--- src/rtl/serial_pattern_gen_pkg.sv ---
// Shared definitions for the serial pattern generator and the detector bench:
// FSM encoding, LFSR constants, default geometry and a width helper.
package serial_pattern_gen_pkg;

  localparam int DEF_PAT_W = 3;
  localparam int DEF_CNT_W = 4;
  localparam int DEF_GAP   = 2;

  localparam logic [7:0] LFSR_SEED = 8'hA5;
  // Fibonacci taps 8,6,5,4 expressed as bit positions 7,5,4,3.
  localparam logic [7:0] LFSR_TAPS = 8'hB8;

  typedef enum logic [1:0] {
    ST_IDLE,
    ST_SEND,
    ST_GAP,
    ST_FIN
  } state_e;

  function automatic int width_for(input int n);
    return (n > 1) ? $clog2(n) : 1;
  endfunction

endpackage

--- src/rtl/serial_pattern_gen_if.sv ---
// Request/stream bundle between a burst requester (master) and the
// serial pattern generator (slave).
interface serial_pattern_gen_if
  import serial_pattern_gen_pkg::*;
#(
  parameter int PAT_W = DEF_PAT_W,
  parameter int CNT_W = DEF_CNT_W
);

  logic             start;
  logic [PAT_W-1:0] pattern;
  logic [CNT_W-1:0] repeat_cnt;
  logic             w;
  logic             w_valid;
  logic             busy;
  logic             done;

  modport master (
    output start, pattern, repeat_cnt,
    input  w, w_valid, busy, done
  );

  modport slave (
    input  start, pattern, repeat_cnt,
    output w, w_valid, busy, done
  );

endinterface

--- src/rtl/serial_pattern_gen_lfsr8.sv ---
// 8-bit Fibonacci LFSR with enable; supplies noise on w during gap cycles
// when SERIAL_PATTERN_GEN_LFSR_FILL_EN is defined.
module lfsr8
  import serial_pattern_gen_pkg::*;
(
  input  logic       clk,
  input  logic       resetn,
  input  logic       en,
  output logic [7:0] q
);

  always_ff @(posedge clk or negedge resetn) begin
    if (!resetn) begin
      q <= LFSR_SEED;
    end else if (en) begin
      q <= {q[6:0], ^(q & LFSR_TAPS)};
    end
  end

endmodule

--- src/rtl/serial_pattern_gen.sv ---
// Serializes a latched pattern MSB first, repeat_cnt passes separated by GAP idle
// cycles. Optional macro SERIAL_PATTERN_GEN_LFSR_FILL_EN fills gaps with LFSR noise.
module serial_pattern_gen
  import serial_pattern_gen_pkg::*;
#(
  parameter int PAT_W = DEF_PAT_W,
  parameter int CNT_W = DEF_CNT_W,
  parameter int GAP   = DEF_GAP
) (
  input  logic                  clk,
  input  logic                  resetn,
  serial_pattern_gen_if.slave   bus
);

  localparam int IDX_W = width_for(PAT_W);
  localparam int GAP_W = width_for(GAP + 1);
  localparam logic [IDX_W-1:0] IDX_LAST = IDX_W'(PAT_W - 1);

  state_e           state_q, state_d;
  logic [PAT_W-1:0] pat_q, pat_d;
  logic [PAT_W-1:0] shreg_q, shreg_d;
  logic [IDX_W-1:0] idx_q, idx_d;
  logic [CNT_W-1:0] rem_q, rem_d;
  logic [GAP_W-1:0] gap_q, gap_d;
  logic             w_q, w_d;
  logic             w_valid_q, w_valid_d;
  logic             busy_q, busy_d;
  logic             done_q, done_d;
  logic             fill_bit;
  logic             lfsr_en;

  assign lfsr_en = (state_d == ST_GAP);

`ifdef SERIAL_PATTERN_GEN_LFSR_FILL_EN
  logic [7:0] lfsr_q;

  lfsr8 u_lfsr (
    .clk    (clk),
    .resetn (resetn),
    .en     (lfsr_en),
    .q      (lfsr_q)
  );

  assign fill_bit = lfsr_q[7];
`else
  assign fill_bit = 1'b0;
`endif

  // NOTE: every signal gets a default at the top of the block so no path
  // through the case statement leaves a value unassigned (no latches).
  always_comb begin
    state_d = state_q;
    pat_d   = pat_q;
    shreg_d = shreg_q;
    idx_d   = idx_q;
    rem_d   = rem_q;
    gap_d   = gap_q;

    case (state_q)
      ST_IDLE: begin
        if (bus.start) begin
          pat_d = bus.pattern;
          rem_d = bus.repeat_cnt;
          if (bus.repeat_cnt != '0) begin
            state_d = ST_SEND;
            shreg_d = bus.pattern;
            idx_d   = IDX_LAST;
          end else begin
            state_d = ST_FIN;
          end
        end
      end

      ST_SEND: begin
        if (idx_q == '0) begin
          rem_d = rem_q - CNT_W'(1);
          if (rem_q == CNT_W'(1)) begin
            state_d = ST_FIN;
          end else if (GAP > 0) begin
            state_d = ST_GAP;
            gap_d   = GAP_W'(GAP - 1);
          end else begin
            // Back-to-back pass: reload without a bubble.
            shreg_d = pat_q;
            idx_d   = IDX_LAST;
          end
        end else begin
          shreg_d = shreg_q << 1;
          idx_d   = idx_q - IDX_W'(1);
        end
      end

      ST_GAP: begin
        if (gap_q == '0) begin
          state_d = ST_SEND;
          shreg_d = pat_q;
          idx_d   = IDX_LAST;
        end else begin
          gap_d = gap_q - GAP_W'(1);
        end
      end

      ST_FIN: begin
        state_d = ST_IDLE;
      end

      default: begin
        state_d = ST_IDLE;
      end
    endcase
  end

  // Outputs are decoded from the next state so each one leaves a flop.
  always_comb begin
    w_valid_d = (state_d == ST_SEND);
    busy_d    = (state_d == ST_SEND) || (state_d == ST_GAP);
    done_d    = (state_d == ST_FIN);
    w_d       = 1'b0;
    if (state_d == ST_SEND) begin
      w_d = shreg_d[PAT_W-1];
    end else if (state_d == ST_GAP) begin
      w_d = fill_bit;
    end
  end

  // NOTE: sequential state uses non-blocking assignments so every flop
  // samples pre-edge values regardless of statement order.
  always_ff @(posedge clk or negedge resetn) begin
    if (!resetn) begin
      state_q   <= ST_IDLE;
      pat_q     <= '0;
      shreg_q   <= '0;
      idx_q     <= '0;
      rem_q     <= '0;
      gap_q     <= '0;
      w_q       <= 1'b0;
      w_valid_q <= 1'b0;
      busy_q    <= 1'b0;
      done_q    <= 1'b0;
    end else begin
      state_q   <= state_d;
      pat_q     <= pat_d;
      shreg_q   <= shreg_d;
      idx_q     <= idx_d;
      rem_q     <= rem_d;
      gap_q     <= gap_d;
      w_q       <= w_d;
      w_valid_q <= w_valid_d;
      busy_q    <= busy_d;
      done_q    <= done_d;
    end
  end

  assign bus.w       = w_q;
  assign bus.w_valid = w_valid_q;
  assign bus.busy    = busy_q;
  assign bus.done    = done_q;

endmodule

--- src/flat_wrapper.sv ---
// flat-port wrapper written by rule: the top's interface ports become plain ports
module serial_pattern_gen_flat import serial_pattern_gen_pkg::*;
#(
  parameter int PAT_W = DEF_PAT_W,
  parameter int CNT_W = DEF_CNT_W,
  parameter int GAP   = DEF_GAP
)
  (clk, resetn, bus_start, bus_pattern, bus_repeat_cnt, bus_w, bus_w_valid, bus_busy, bus_done);
  serial_pattern_gen_if #(.PAT_W(PAT_W), .CNT_W(CNT_W)) bus_i ();
  input  logic clk;
  input  logic resetn;
  input wire logic [$bits(bus_i.start)-1:0] bus_start;
  input wire logic [$bits(bus_i.pattern)-1:0] bus_pattern;
  input wire logic [$bits(bus_i.repeat_cnt)-1:0] bus_repeat_cnt;
  output wire logic [$bits(bus_i.w)-1:0] bus_w;
  output wire logic [$bits(bus_i.w_valid)-1:0] bus_w_valid;
  output wire logic [$bits(bus_i.busy)-1:0] bus_busy;
  output wire logic [$bits(bus_i.done)-1:0] bus_done;
  assign bus_i.start = bus_start;
  assign bus_i.pattern = bus_pattern;
  assign bus_i.repeat_cnt = bus_repeat_cnt;
  assign bus_w = bus_i.w;
  assign bus_w_valid = bus_i.w_valid;
  assign bus_busy = bus_i.busy;
  assign bus_done = bus_i.done;
  serial_pattern_gen #(.PAT_W(PAT_W), .CNT_W(CNT_W), .GAP(GAP)) u_core (.clk(clk), .resetn(resetn), .bus(bus_i));
endmodule
--- config.mk ---
export PLATFORM = sky130hd
export DESIGN_NAME = serial_pattern_gen_flat
export DESIGN_NICKNAME = d
export VERILOG_FILES = /design/src/rtl/serial_pattern_gen_pkg.sv /design/src/rtl/serial_pattern_gen_if.sv /design/src/rtl/serial_pattern_gen_lfsr8.sv /design/src/rtl/serial_pattern_gen.sv /design/src/flat_wrapper.sv
export SDC_FILE = /design/constraint.sdc
export NUM_CORES = 1
export LEC_CHECK = 0
export BUFFER_PORTS_ARGS = -buffer_cell sky130_fd_sc_hd__buf_2
export CAP_MARGIN = 20
export CORE_MARGIN = 8
export CORE_UTILIZATION = 60
export DETAILED_ROUTE_END_ITERATION = 10
export PLACE_DENSITY = 0.82
export SLEW_MARGIN = 20
export SYNTH_ARGS = -nofsm -noshare
export SYNTH_HDL_FRONTEND = slang
export SYNTH_SLANG_ARGS = --single-unit
--- constraint.sdc ---
create_clock -name clk -period 2.97 [get_ports clk]
set_clock_uncertainty 0.2 [all_clocks]
set_input_delay 0.1485 -clock clk [delete_from_list [all_inputs] [get_ports clk]]
set_output_delay 0.1485 -clock clk [all_outputs]
set_load 0.02 [all_outputs]
# --- Word level (Yosys, flattened, before mapping) ---
# Cells that the tools add are included.
classes:
  add_sub_neg: 3
  n_div: 0
  reduce_logical: 12
  n_lt_le_gt_ge: 0
  n_mul: 0
  shifts: 0
  bitwise_logic: 0
  n_mux: 24
  eq_ne: 14
op_table:
  columns: ["cell", "count"]
  rows:
  - ["$mux 2", 11]
  - ["$mux 3", 4]
  - ["$pmux 3 s3", 1]
  - ["$eq 2x2->1 const B", 4]
  - ["$mux 4", 2]
  - ["$ne 2x2->1 const B", 4]
  - ["$pmux 2 s4", 1]
  - ["$pmux 4 s2", 1]
  - ["$logic_not 2->1", 3]
  - ["$ne 2x1->1 const B", 3]
  - ["$pmux 2 s3", 1]
  - ["$reduce_and 5->1", 1]
  - ["$eq 2x1->1 const B", 2]
  - ["$eq 4x1->1 const B", 1]
  - ["$pmux 2 s2", 1]
  - ["$reduce_and 4->1", 1]
  - ["$reduce_bool 2->1", 2]
  - ["$reduce_bool 4->1", 1]
  - ["$sub 2x1->2 const B", 2]
  - ["$sub 4x1->4 const B", 1]
  - ["$reduce_and 3->1", 1]
  - ["$reduce_bool 3->1", 1]
  - ["$mux 1", 2]
  - ["$reduce_and 2->1", 1]
  - ["$logic_or 1x1->1", 1]
totals:
  word_cells: 64
  ff_bits: 20
  mem_bits_rw: 0
  latch_bits: 0
  mem_bits_ro: 0
  mem_count: 0

# --- Longest topological paths before layout ---
# Gate-level depths: netlist of run 1.
logic_depth:
  depth_word: 6
  depth_mapped: 8
  mapped_depth_nobuf: 8

# --- Worst setup path before layout of run 1 ---
# OpenSTA, ideal clock, no wires.
synth_timing:
  path_type: "reg-to-reg"
  start: "register u_core.rem_q[1]"
  end: "register u_core.busy_q (netlist: u_core.bus.busy)"
  slack_ps: 1057
  period_less_slack_ps: 1913
  setup_time_ps: 63
  path_stages_with_launch: 9
  arrival_time_ps: 1650
  t_required_ps: 2707
  path_buffers: 0
  path_cell_list: "dfrtp_1 -> inv_1 -> ha_1 -> or3b_1 -> nand2_1 -> a21boi_0 -> o21ai_0 -> ha_1 -> inv_1"
synth_via:
  elab_chain_len: 6
synth_rtl:
  columns: ["element", "line", "text"]
  rows:
  - ["start: declaration", "serial_pattern_gen.sv:23", "logic [CNT_W-1:0] rem_q, rem_d;"]
  - ["start signal: assignment", "serial_pattern_gen.sv:145", "rem_q <= rem_d;"]
  - ["$eq 4x1->1 (*)", "serial_pattern_gen.sv:77", "if (rem_q == CNT_W'(1)) begin"]
  - ["$mux 1 (*)", "serial_pattern_gen.sv:77", null]
  - ["$mux 2 (*)", "serial_pattern_gen.sv:75", "if (idx_q == '0) begin"]
  - ["$pmux 2 s4 (*)", "serial_pattern_gen.sv:59", "case (state_q)"]
  - ["named net u_core.state_d[0]", "serial_pattern_gen.sv:19", "state_e state_q, state_d;"]
  - ["$eq 2x1->1 / $eq 2x2->1 (equally long branches)", "serial_pattern_gen.sv:116", "busy_d = (state_d == ST_SEND) || (state_d == ST_GAP);"]
  - ["$logic_or 1x1->1 (*)", "serial_pattern_gen.sv:116", null]
  - ["named net u_core.busy_d", "serial_pattern_gen.sv:27", "logic busy_q, busy_d;"]
  - ["end signal: assignment", "serial_pattern_gen.sv:149", "busy_q <= busy_d;"]
  - ["end: declaration", "serial_pattern_gen.sv:27", null]
# Mark *: on every way through the listed nets, which the timed path passes. The rest lies on a longest branch.
# A chain may end at the register's enable or synchronous reset.

# --- Worst setup path after layout of run 1 ---
# Same ends and word-level chain as after synthesis.

==> summary.md, run 1 <==
| Metric | Value |
|---|---|
| Status | `finished clean` |
| Drt wl/cell | `roughly 15 um` |
| Highest clock rate | `roughly 470 MHz` |
| R2R Path End | `u_core.bus.busy` |
| R2R cell count | `8` |
| Routed Wire Length | `roughly 2500 um` |
| Worst Path Required | `3.03 ns` |
| Final Max Tran Viols | `0` |
| Resized cells post-CTS | `0` |
| Crit path to | `u_core.bus.busy` |
| Yosys reg bits | `20` |
| Number of CTS-inserted buffers | `3` |
| Vias per cell | `5.81` |
| Post-CTS setup buffers | `0` |
| Ys flop type | `dfrtp_1` |
| Synth Area in Compound Gates | `between 15 and 20%` |
| CTS Hold Bufs | `8` |
| GRT Total Usage | `16.4%` |
| Nets@finish | `158` |
| H-tree level count | `1` |
| EDFF count, synth | `0` |
| CTS tree | `built` |
| CP Launch Point | `u_core.rem_q[1]` |
| # Max-Cap Violations | `0` |
| Final period util | `just over 70%` |
| First-pass GRT wire length | `~4500 um` |
| Most frequent cells in the layout | `dfrtp_1 (20), buf_2 (13), inv_1 (11), nand2_1 (11), nor2_1 (9)` |
| Most common cell after layout, fill and taps aside | `dfrtp_1` |
| Largest family of logic cells by synthesized area | `simple AND/OR/NAND/NOR gates` |
| Initial DRC Count | `14` |
| Min Tclk post-route | `roughly 2.1 ns` |
| Synth warnings | `0` |
| Final setup viols | `0` |
| IO Pins | `14` |
| Clock sinks | `20` |
| Largest net degree at the start of global routing | `21` |
| Clock transition at path regs | `around 0.11 ns` |
| CP startpoint kind | `register` |
| Total power | `between 400 and 500 uW` |
| Clock latency on the worst-skew pair | `approximately 0.30 ns` |
| Share of cells above drive strength 1 | `between 20% and 30%` |
| Buffers on Ports | `13` |
| Ant. Diodes | `0` |
| Area delta synth->final | `16.2%` |
| Final hold slack | `approximately 0.0074 ns` |
| Fin. Hold Viols | `0` |
| Setup_tns | `0 ns` |
| XOR/XNOR Fraction of Synth Area | `0%` |
| Post-synthesis mux area share | `4.17%` |
| WS Path Type | `reg2reg` |
| Synth cell types | `46` |
| Synth Area in Simple Gates | `a little over a fifth` |
| Adder-Cell Fraction of Synth Area | `around 8.5%` |
| Post-Syn Nets | `around 140` |
| Worst r2r src | `u_core.rem_q[1]` |
| Worst slew margin | `62.8%` |
| Final ANT Viol Nets | `0` |
| Reg2reg setup slack | `a little over 0.8 ns` |
| Number of global-route vias before repair | `between 900 and 1,000` |
| Cell area after synthesis | `1170 um^2` |
| Util after Layout | `between 70% and 80%` |
| Routability cong. | `~0.91` |
| IR Drop Worst-Case VDD | `about 250 uV` |
| Final HPWL DP | `~1800 um` |
| Clock buffer depth | `2` |
| DR pass1 iterations | `4` |
| Initial core utilization | `around 60%` |
| Die ar. | `approximately 3600 um^2` |
| Chip height | `approximately 60 um` |
| Initial antenna violation count | `0` |
| FFs w/ async S/R, synth | `100%` |
| Syn Area/Cell | `a little under 10 um^2` |
| Worst slew pin tran | `approximately 0.56 ns` |
| Row count | `16` |
| Routed vias | `between 900 and 1,000` |
| Clock Tree Root | `clkbuf_4` |
| Core footprint | `approximately 1900 um^2` |
| Mapped Cells | `about 120` |
| Min-Delay Path Class | `in2reg` |
| Register area share after synthesis | `42.7%` |
| Critical-path maximum fanout | `4` |
| Residual DRC | `0` |
| Width of the die | `between 60 and 70 um` |
| Crit path capture type | `register` |
| Total grt overflow | `0` |
| Pleak | `about 0.00065 uW` |
| PwrDens | `roughly 340 nW/um^2` |
| CP Data Arrival Time | `around 2.2 ns` |
| RSZ-0062 raised after global routing | `no` |
==> critical path: stages (launching register included) <==
cell and delay, ns:
dfrtp_1 0.42, inv_1 0.09, ha_1 0.13, or3b_1 0.39, nand2_1 0.08, a21boi_0 0.07
o21ai_0 0.37, ha_1 0.30, inv_1 0.05
==> state kept, by name, indices dropped and copies added (netlist names) <==
name                count
u_core.bus.busy         1
u_core.bus.done         1
u_core.bus.w            1
u_core.bus.w_valid      1
u_core.gap_q            2
u_core.idx_q            2
u_core.pat_q            3
u_core.rem_q            4
u_core.shreg_q          3
u_core.state_q          2
==> routing by layer <==
layer / vias up / share of wire [%] / GRT usage [%]
met2: 23 / 50 / 28.2
li1: 471 / - / -
met5: - / 0 / 0
met4: 0 / 1.5 / 7.14
met3: 5 / 4.2 / 3.66
met1: 465 / 44 / 18.7
==> logic make-up (layout without fill, tap and decap cells) <==
kind of cell    Yosys count  count (layout)
buf+inv                  15              36
mux                       4               4
flops                    20              20
fa+ha+maj                 8               8
simple gates             43              43
compound gates           28              28
==> synth_stat cells (all sizes together), types with 2 or more instances <==
| cell | n | area share [%] |
|---|---|---|
| dfrtp | 20 | 43 |
| mux2 | 4 | 4.2 |
| a21oi | 7 | 3.3 |
| nor4 | 2 | 1.1 |
| nor2 | 10 | 3.4 |
| nand3 | 2 | 0.85 |
| a31oi | 2 | 1.6 |
| nand2 | 12 | 4.1 |
| inv | 11 | 3.5 |
| ha | 8 | 8.5 |
| o41ai | 2 | 1.5 |
| and3b | 2 | 1.5 |
| o21ai | 6 | 2.6 |
| nand4 | 2 | 1.1 |
| buf | 4 | 2.1 |
| nor3b | 3 | 2.3 |
| nand2b | 2 | 1.7 |
| o221ai | 2 | 2.0 |
==> report_power, final <==
| group | total [uW] | switching [uW] | internal, uW |
|---|---|---|---|
| logic | 27.2 | 14.5 | 12.6 |
| registers | 272 | 0 | 272 |
| clock network | 158 | 82.8 | 74.9 |
| total | 457 | 97.3 | 360 |
==> layout make-up <==
type / count / area [um^2]
Clock buffer: 4 / 36.3
Sequential cell: 20 / 500
Inverter: 11 / 41.3
Timing Repair Buffer: 21 / 145
Fill cell: 141 / 541
Multi-Input combinational cell: 83 / 604
Tap cell: 27 / 33.8
==> stage by stage <==
| step | worst slack, ns | area, um^2 | std cells |
|---|---|---|---|
| global route | 0.647 | 1360 | 166 |
| finish | 0.826 | 1360 | 166 |
| floorplan | 1.06 | 1170 | 118 |
| CTS | 0.819 | 1360 | 166 |
| detailed placement | 0.837 | 1240 | 154 |
| global placement | 0.975 | 1240 | 154 |
==> worst min-delay path by stage <==
stage,start,endpoint,cells past startpoint
finish,bus_repeat_cnt[2],u_core.rem_q[2],3
detailed placement,resetn,u_core.bus.w_valid,1
floorplan,resetn,u_core.bus.busy,0
global placement,resetn,u_core.bus.w,1
CTS,bus_repeat_cnt[2],u_core.rem_q[2],3
global route,bus_repeat_cnt[2],u_core.rem_q[2],3
Power figures use the tool's default switching activity.
==> run 2, diff against run 1 <==
--- a/config.mk
+++ b/config.mk
@@ -8,9 +8,9 @@
 export BUFFER_PORTS_ARGS = -buffer_cell sky130_fd_sc_hd__buf_2
 export CAP_MARGIN = 20
 export CORE_MARGIN = 8
-export CORE_UTILIZATION = 60
+export CORE_UTILIZATION = 56
 export DETAILED_ROUTE_END_ITERATION = 10
-export PLACE_DENSITY = 0.82
+export PLACE_DENSITY = 0.77
 export SLEW_MARGIN = 20
 export SYNTH_ARGS = -nofsm -noshare
 export SYNTH_HDL_FRONTEND = slang
==> constraint.sdc (replaced) <==
create_clock -name clk -period 2.2 [get_ports clk]
set_clock_uncertainty 0.2 [all_clocks]
set_input_delay 0.11 -clock clk [delete_from_list [all_inputs] [get_ports clk]]
set_output_delay 0.11 -clock clk [all_outputs]
set_load 0.02 [all_outputs]
==> summary.md, run 2 (synthesized netlist as in run 1, its figures left out) <==
| Metric | Value |
|---|---|
| Status | `finished clean` |
| Buffers on Ports | `13 (unchanged)` |
| Critical-path maximum fanout | `4 (unchanged)` |
| Min Tclk post-route | `2.00 ns` |
| Reg with most FFs | `u_core.rem_q` |
| Most common cell after layout, fill and taps aside | `dfrtp_1` |
| IO Pins | `14 (unchanged)` |
| Clock Tree Root | `clkbuf_4` |
| Routed Wire Length | `2550 um (+0.12%)` |
| Final HPWL DP | `1940 um (+5.3%)` |
| Ant. Diodes | `0 (unchanged)` |
| Final hold slack | `0.0299 ns (+0.0225 ns)` |
| Min-delay src | `bus_start` |
| Routed vias | `966 (+0.21%)` |
| Row count | `16 (unchanged)` |
| Chip height | `61.7 um (+2.6%)` |
| Worst Path Buf+Inv | `2 (unchanged)` |
| CTS tree | `built` |
| Drt wl/cell | `15.1 um (-1.7%)` |
| Final setup viols | `0 (unchanged)` |
| IR Drop Worst-Case VDD | `365 uV (+49%)` |
| CP cell instances | `dlygate4sd3_1, buf_2, or4_4, o21ai_0, a21oi_1, ha_1, and2_1` |
| # Max-Cap Violations | `0 (unchanged)` |
| Worst slew pin tran | `0.570 ns (+0.0124 ns)` |
| Min-Delay Path Class | `in2reg` |
| RSZ-0062 raised after global routing | `no` |
| Largest net degree at the start of global routing | `21 (unchanged)` |
| Clock transition at path regs | `0.11 ns (about the same)` |
| Worst Path Required | `2.20 ns (-0.83 ns)` |
| Residual DRC | `0 (unchanged)` |
| Width of the die | `61.7 um (+2.6%)` |
| Fin. Hold Viols | `0 (unchanged)` |
| Total grt overflow | `0 (unchanged)` |
| First-pass GRT wire length | `4460 um (-0.31%)` |
| Top Registers | `u_core.rem_q (4), u_core.pat_q (3), u_core.shreg_q (3)` |
| CP Data Arrival Time | `2.00 ns (-0.20 ns)` |
| Crit path capture type | `register` |
| WS Path Type | `in2reg` |
| CP delay by family, top | `simple AND/OR/NAND/NOR gates` |
| Clock buffer depth | `2 (unchanged)` |
| H-tree level count | `1 (unchanged)` |
| Routability cong. | `0.902 (-0.97%)` |
| Vias per cell | `5.72 (-1.6%)` |
| Area delta synth->final | `17.8%` |
| Final Non-Filler Cells | `169 (+1.8%)` |
| Max reg flops | `4 (unchanged)` |
| Post-CTS setup buffers | `0 (unchanged)` |
| Core footprint | `1960 um^2 (+3.2%)` |
| Highest clock rate | `500 MHz` |
| Crit path largest cell delay | `0.56 ns (+0.14 ns)` |
| Worst slew margin | `61.6% (-1.2 points)` |
| Number of global-route vias before repair | `1,031 (+4.9%)` |
| GRT Total Usage | `15.9% (-0.54 points)` |
| Die ar. | `3810 um^2 (+5.2%)` |
| Final period util | `between 90% and 100%` |
| CP startpoint kind | `input pin` |
| Initial antenna violation count | `0 (unchanged)` |
| Placed cells | `157 (+1.9%)` |
| Clock latency on the worst-skew pair | `0.30 ns (about the same)` |
| Final ANT Viol Nets | `0 (unchanged)` |
| PwrDens | `415 nW/um^2 (+24%)` |
| Pleak | `0.000659 uW (+1.8%)` |
| Worst r2r src | `u_core.rem_q[1]` |
| Reg2reg setup slack | `0.20 ns (-0.63 ns)` |
| Setup_tns | `0 ns (unchanged)` |
| Number of CTS-inserted buffers | `3 (unchanged)` |
| Most frequent cells in the layout | `dfrtp_1 (20), buf_2 (13), inv_1 (11), nand2_1 (11)` |
| Initial core utilization | `59.7% (-1.9 points)` |
| Nets@finish | `162 (+2.5%)` |
| CP Launch Point | `bus_repeat_cnt[2]` |
| Share of cells above drive strength 1 | `21.1% (+0.98 points)` |
| DR pass1 iterations | `4 (unchanged)` |
| Critical-path top delay cell | `or4_4` |
| Final Max Tran Viols | `0 (unchanged)` |
| Clock sinks | `20 (unchanged)` |
| Initial DRC Count | `15 (+1)` |
-- run 2: cell count changes in the layout (fill, tap and decap cells not counted) --
cell           change
buf_4              +3
o21ai_0            -1
dlygate4sd3_1      +1
o21ai_1            +1
clkbuf_8           -1
-- run 2: path summary, 6_finish.rpt --
path | end | cells past startpoint
min in group asynchronous | u_core.state_q[1] | 2
max in group asynchronous | u_core.pat_q[2] | 2
min | u_core.shreg_q[0] | 3
min reg2reg | u_core.pat_q[0] | 2
max reg2reg | u_core.bus.busy | 8
max | u_core.bus.w | 7
-- run 2: where the power goes --
group | leakage (uW) | switching (uW) | internal [uW]
combinational | 0.000391 | 19.5 | 18.2
sequential | 0.000254 | 0 | 367
clock | 0.0000138 | 104 | 63.8
total | 0.000659 | 123 | 449
-- run 2: repair_timing --
action                     4_1_cts  5_1_grt
hold buffers                     9        0
gates resized for setup          0        1
hold endpoints to repair        29        0
setup endpoints to repair        0        2
-- run 2: cell type report --
class / count / area, um^2
Clock buffer: 3 / 22.5
Timing Repair Buffer: 25 / 178
Tap cell: 27 / 33.8
Multi-Input combinational cell: 83 / 604
Inverter: 11 / 41.3
Sequential cell: 20 / 500
Fill cell: 176 / 582
-- run 2: metrics by stage --
step                      power (uW)  worst slack (ns)  utilization, %  cell area (um^2)
final                            572             0.198            70.3              1380
after global routing             598            0.0619            70.3              1380
after CTS                        577            0.0920            70.3              1380
after detailed placement         402             0.116            64.6              1270
after global placement           400             0.209            64.6              1270
after floorplan                  380             0.287               -              1170
-- run 2: layer usage --
layer / wire length (um) / global-route usage, % / share of wire [%]
met1: 1110 / 18.1 / 43
met2: 1280 / 27.5 / 50
met3: 129 / 3.50 / 5.1
met4: 38 / 7.14 / 1.5
met5: 0 / 0 / 0
-- run 2: worst register-to-register path: cells and delay by family (launching register included) --
family,cells,cell delay (ns)
flops,1,0.42
fa+ha+maj,2,0.40
simple gates,2,0.47
buf+inv,2,0.14
compound gates,2,0.32
==> run 3, diff against run 2 <==
--- a/config.mk
+++ b/config.mk
@@ -8,9 +8,9 @@
 export BUFFER_PORTS_ARGS = -buffer_cell sky130_fd_sc_hd__buf_2
 export CAP_MARGIN = 20
 export CORE_MARGIN = 8
-export CORE_UTILIZATION = 56
+export CORE_UTILIZATION = 60
 export DETAILED_ROUTE_END_ITERATION = 10
-export PLACE_DENSITY = 0.77
+export PLACE_DENSITY = 0.88
 export SLEW_MARGIN = 20
 export SYNTH_ARGS = -nofsm -noshare
 export SYNTH_HDL_FRONTEND = slang
==> constraint.sdc (replaced) <==
create_clock -name clk -period 2.4 [get_ports clk]
set_clock_uncertainty 0.2 [all_clocks]
set_input_delay 0.12 -clock clk [delete_from_list [all_inputs] [get_ports clk]]
set_output_delay 0.12 -clock clk [all_outputs]
set_load 0.02 [all_outputs]
==> summary.md, run 3 (synthesized netlist as in run 1, its figures left out) <==
| Metric | Value |
|---|---|
| Resized cells post-CTS | `0 (unchanged)` |
| Top Registers | `u_core.rem_q (4), u_core.pat_q (3), u_core.shreg_q (3)` |
| Share of cells above drive strength 1 | `20.0% (-1.1 points)` |
| Highest clock rate | `444 MHz` |
| Width of the die | `60.2 um (-2.5%)` |
| Crit path largest cell delay | `0.42 ns (-0.14 ns)` |
| Critical-path top delay cell | `dfrtp_1` |
| Final period util | `between 90 and 100%` |
| # Max-Cap Violations | `0 (unchanged)` |
| Initial DRC Count | `28 (+13)` |
| CTS Hold Bufs | `9 (unchanged)` |
| Routability cong. | `0.802 (-11%)` |
| Initial antenna violation count | `0 (unchanged)` |
| Filler cell count | `147 (-16%)` |
| Initial core utilization | `61.6% (+1.9 points)` |
| Final hold slack | `0.00308 ns (-0.0268 ns)` |
| Final HPWL DP | `1900 um (-1.8%)` |
| Status | `finished clean` |
| Ant. Diodes | `0 (unchanged)` |
| Final setup viols | `0 (unchanged)` |
| Worst path depth | `8 (+1)` |
| Min-Delay Path Class | `in2reg` |
| Final ANT Viol Nets | `0 (unchanged)` |
| Buffers on Ports | `13 (unchanged)` |
| Max reg flops | `4 (unchanged)` |
| Clock buffer depth | `2 (unchanged)` |
| IO Pins | `14 (unchanged)` |
| Clock latency on the worst-skew pair | `0.31 ns (about the same)` |
| Largest net degree at the start of global routing | `21 (unchanged)` |
| Number of global-route vias before repair | `1,064 (+3.2%)` |
| Total grt overflow | `0 (unchanged)` |
| Clock transition at path regs | `0.10 ns (about the same)` |
| Drt wl/cell | `15.9 um (+5.5%)` |
| Core footprint | `1900 um^2 (-3.1%)` |
| RSZ-0062 raised after global routing | `no` |
| IR Drop Worst-Case VDD | `367 uV (+0.47%)` |
| Clock Tree Root | `clkbuf_4` |
| CTS tree | `built` |
| Crit path capture type | `register` |
| Row count | `16 (unchanged)` |
| Residual DRC | `0 (unchanged)` |
| DR pass1 iterations | `4 (unchanged)` |
| Min Tclk post-route | `between 2 and 2.5 ns` |
| CP cell instances | `inv_1, ha_1, or3b_1, nand2_1, a21boi_0, o21ai_0, ha_1, inv_1` |
| Nets@finish | `160 (-1.2%)` |
| Register area | `500 um^2 (unchanged)` |
| Routed vias | `1,012 (+4.8%)` |
| WS Path Type | `reg2reg` |
| Most common cell after layout, fill and taps aside | `dfrtp_1` |
| H-tree level count | `1 (unchanged)` |
| Routed Wire Length | `2660 um (+4.3%)` |
| Worst Path Buf+Inv | `2 (unchanged)` |
| Worst slew pin tran | `0.606 ns (+0.0356 ns)` |
| Chip height | `60.2 um (-2.5%)` |
| Most frequent cells in the layout | `dfrtp_1 (20), buf_2 (13), inv_1 (11), nand2_1 (11)` |
| Worst slew margin | `59.6% (-2.0 points)` |
| Setup_tns | `0 ns (unchanged)` |
| Worst Path Required | `2.45 ns (+0.25 ns)` |
| Multi-input combinational cell area | `604 um^2 (unchanged)` |
| Final Max Tran Viols | `0 (unchanged)` |
| Die ar. | `3620 um^2 (-5.0%)` |
| Hold Path Stages | `3 (unchanged)` |
| Pleak | `0.000648 uW (-1.6%)` |
| GRT Total Usage | `17.0% (+1.1 points)` |
| Clock sinks | `20 (unchanged)` |
| CP startpoint kind | `register` |
| Post-CTS setup buffers | `0 (unchanged)` |
| Reg with most FFs | `u_core.rem_q` |
| Fin. Hold Viols | `0 (unchanged)` |
| Vias per cell | `6.06 (+6.0%)` |
| CP Data Arrival Time | `2.31 ns (+0.31 ns)` |
| Critical-path maximum fanout | `4 (unchanged)` |
| PwrDens | `389 nW/um^2 (-6.2%)` |
| CP delay by family, top | `simple AND/OR/NAND/NOR gates` |
| Area delta synth->final | `16.6%` |
| Number of CTS-inserted buffers | `3 (unchanged)` |
| First-pass GRT wire length | `4630 um (+3.7%)` |
| R2R cell count | `8 (unchanged)` |
## run 3: changes by cell type in the layout (fill, tap and decap cells not counted)
cell,previous run,this run
o21ai_0,3,4
o21ai_1,3,2
buf_4,3,1
## run 3: tightest hold or removal path: stages
cell     delay (ns)
buf_2          0.15
nand4_1        0.11
a31oi_2        0.10
## run 3: layout make-up
cell class / count / share of cell area (%)
Multi-Input combinational cell: 83 / 44.3
Sequential cell: 20 / 36.7
Timing Repair Buffer: 23 / 11.9
Inverter: 11 / 3.02
Tap cell: 27 / 2.47
Clock buffer: 3 / 1.65
## run 3: path summary, 6_finish.rpt
check	startpoint	slack (ns)	end
worst max-delay path	u_core.rem_q[1]	0.15	u_core.bus.busy
worst min-delay path	bus_start	0.003	u_core.shreg_q[2]
worst max register to register	u_core.rem_q[1]	0.15	u_core.bus.busy
worst min register to register	u_core.rem_q[3]	0.30	u_core.rem_q[3]
max in group asynchronous	resetn	1.61	u_core.pat_q[2]
min in group asynchronous	resetn	0.08	u_core.bus.done
## run 3: layer usage
layer  up-vias  GRT usage (%)  part of all wire (%)
li1        468              -                     -
met1       494           18.0                    40
met2        41           29.7                    52
met3         9           3.01                   6.0
met4         0           11.2                   2.9
met5         -              0                     0
## run 3: stage by stage
| stage | power (uW) | cell area (um^2) | util, % | std cells | setup WS, ns |
|---|---|---|---|---|---|
| 2_1_floorplan | 348 | 1170 | - | 118 | 0.487 |
| 3_3_place_gp | 367 | 1250 | 65.9 | 155 | 0.396 |
| 3_5_place_dp | 368 | 1250 | 65.9 | 155 | 0.235 |
| 4_1_cts | 529 | 1370 | 71.8 | 167 | 0.177 |
| 5_1_grt | 542 | 1370 | 71.8 | 167 | 0.0230 |
| 6_report | 531 | 1370 | 71.8 | 167 | 0.146 |
## run 3: report_power, final
part           internal, uW  switching, uW  total (uW)  leakage, uW
Clock                  58.7            101         160    0.0000138
Combinational          16.7           18.0        34.6     0.000380
Sequential              337              0         337     0.000254
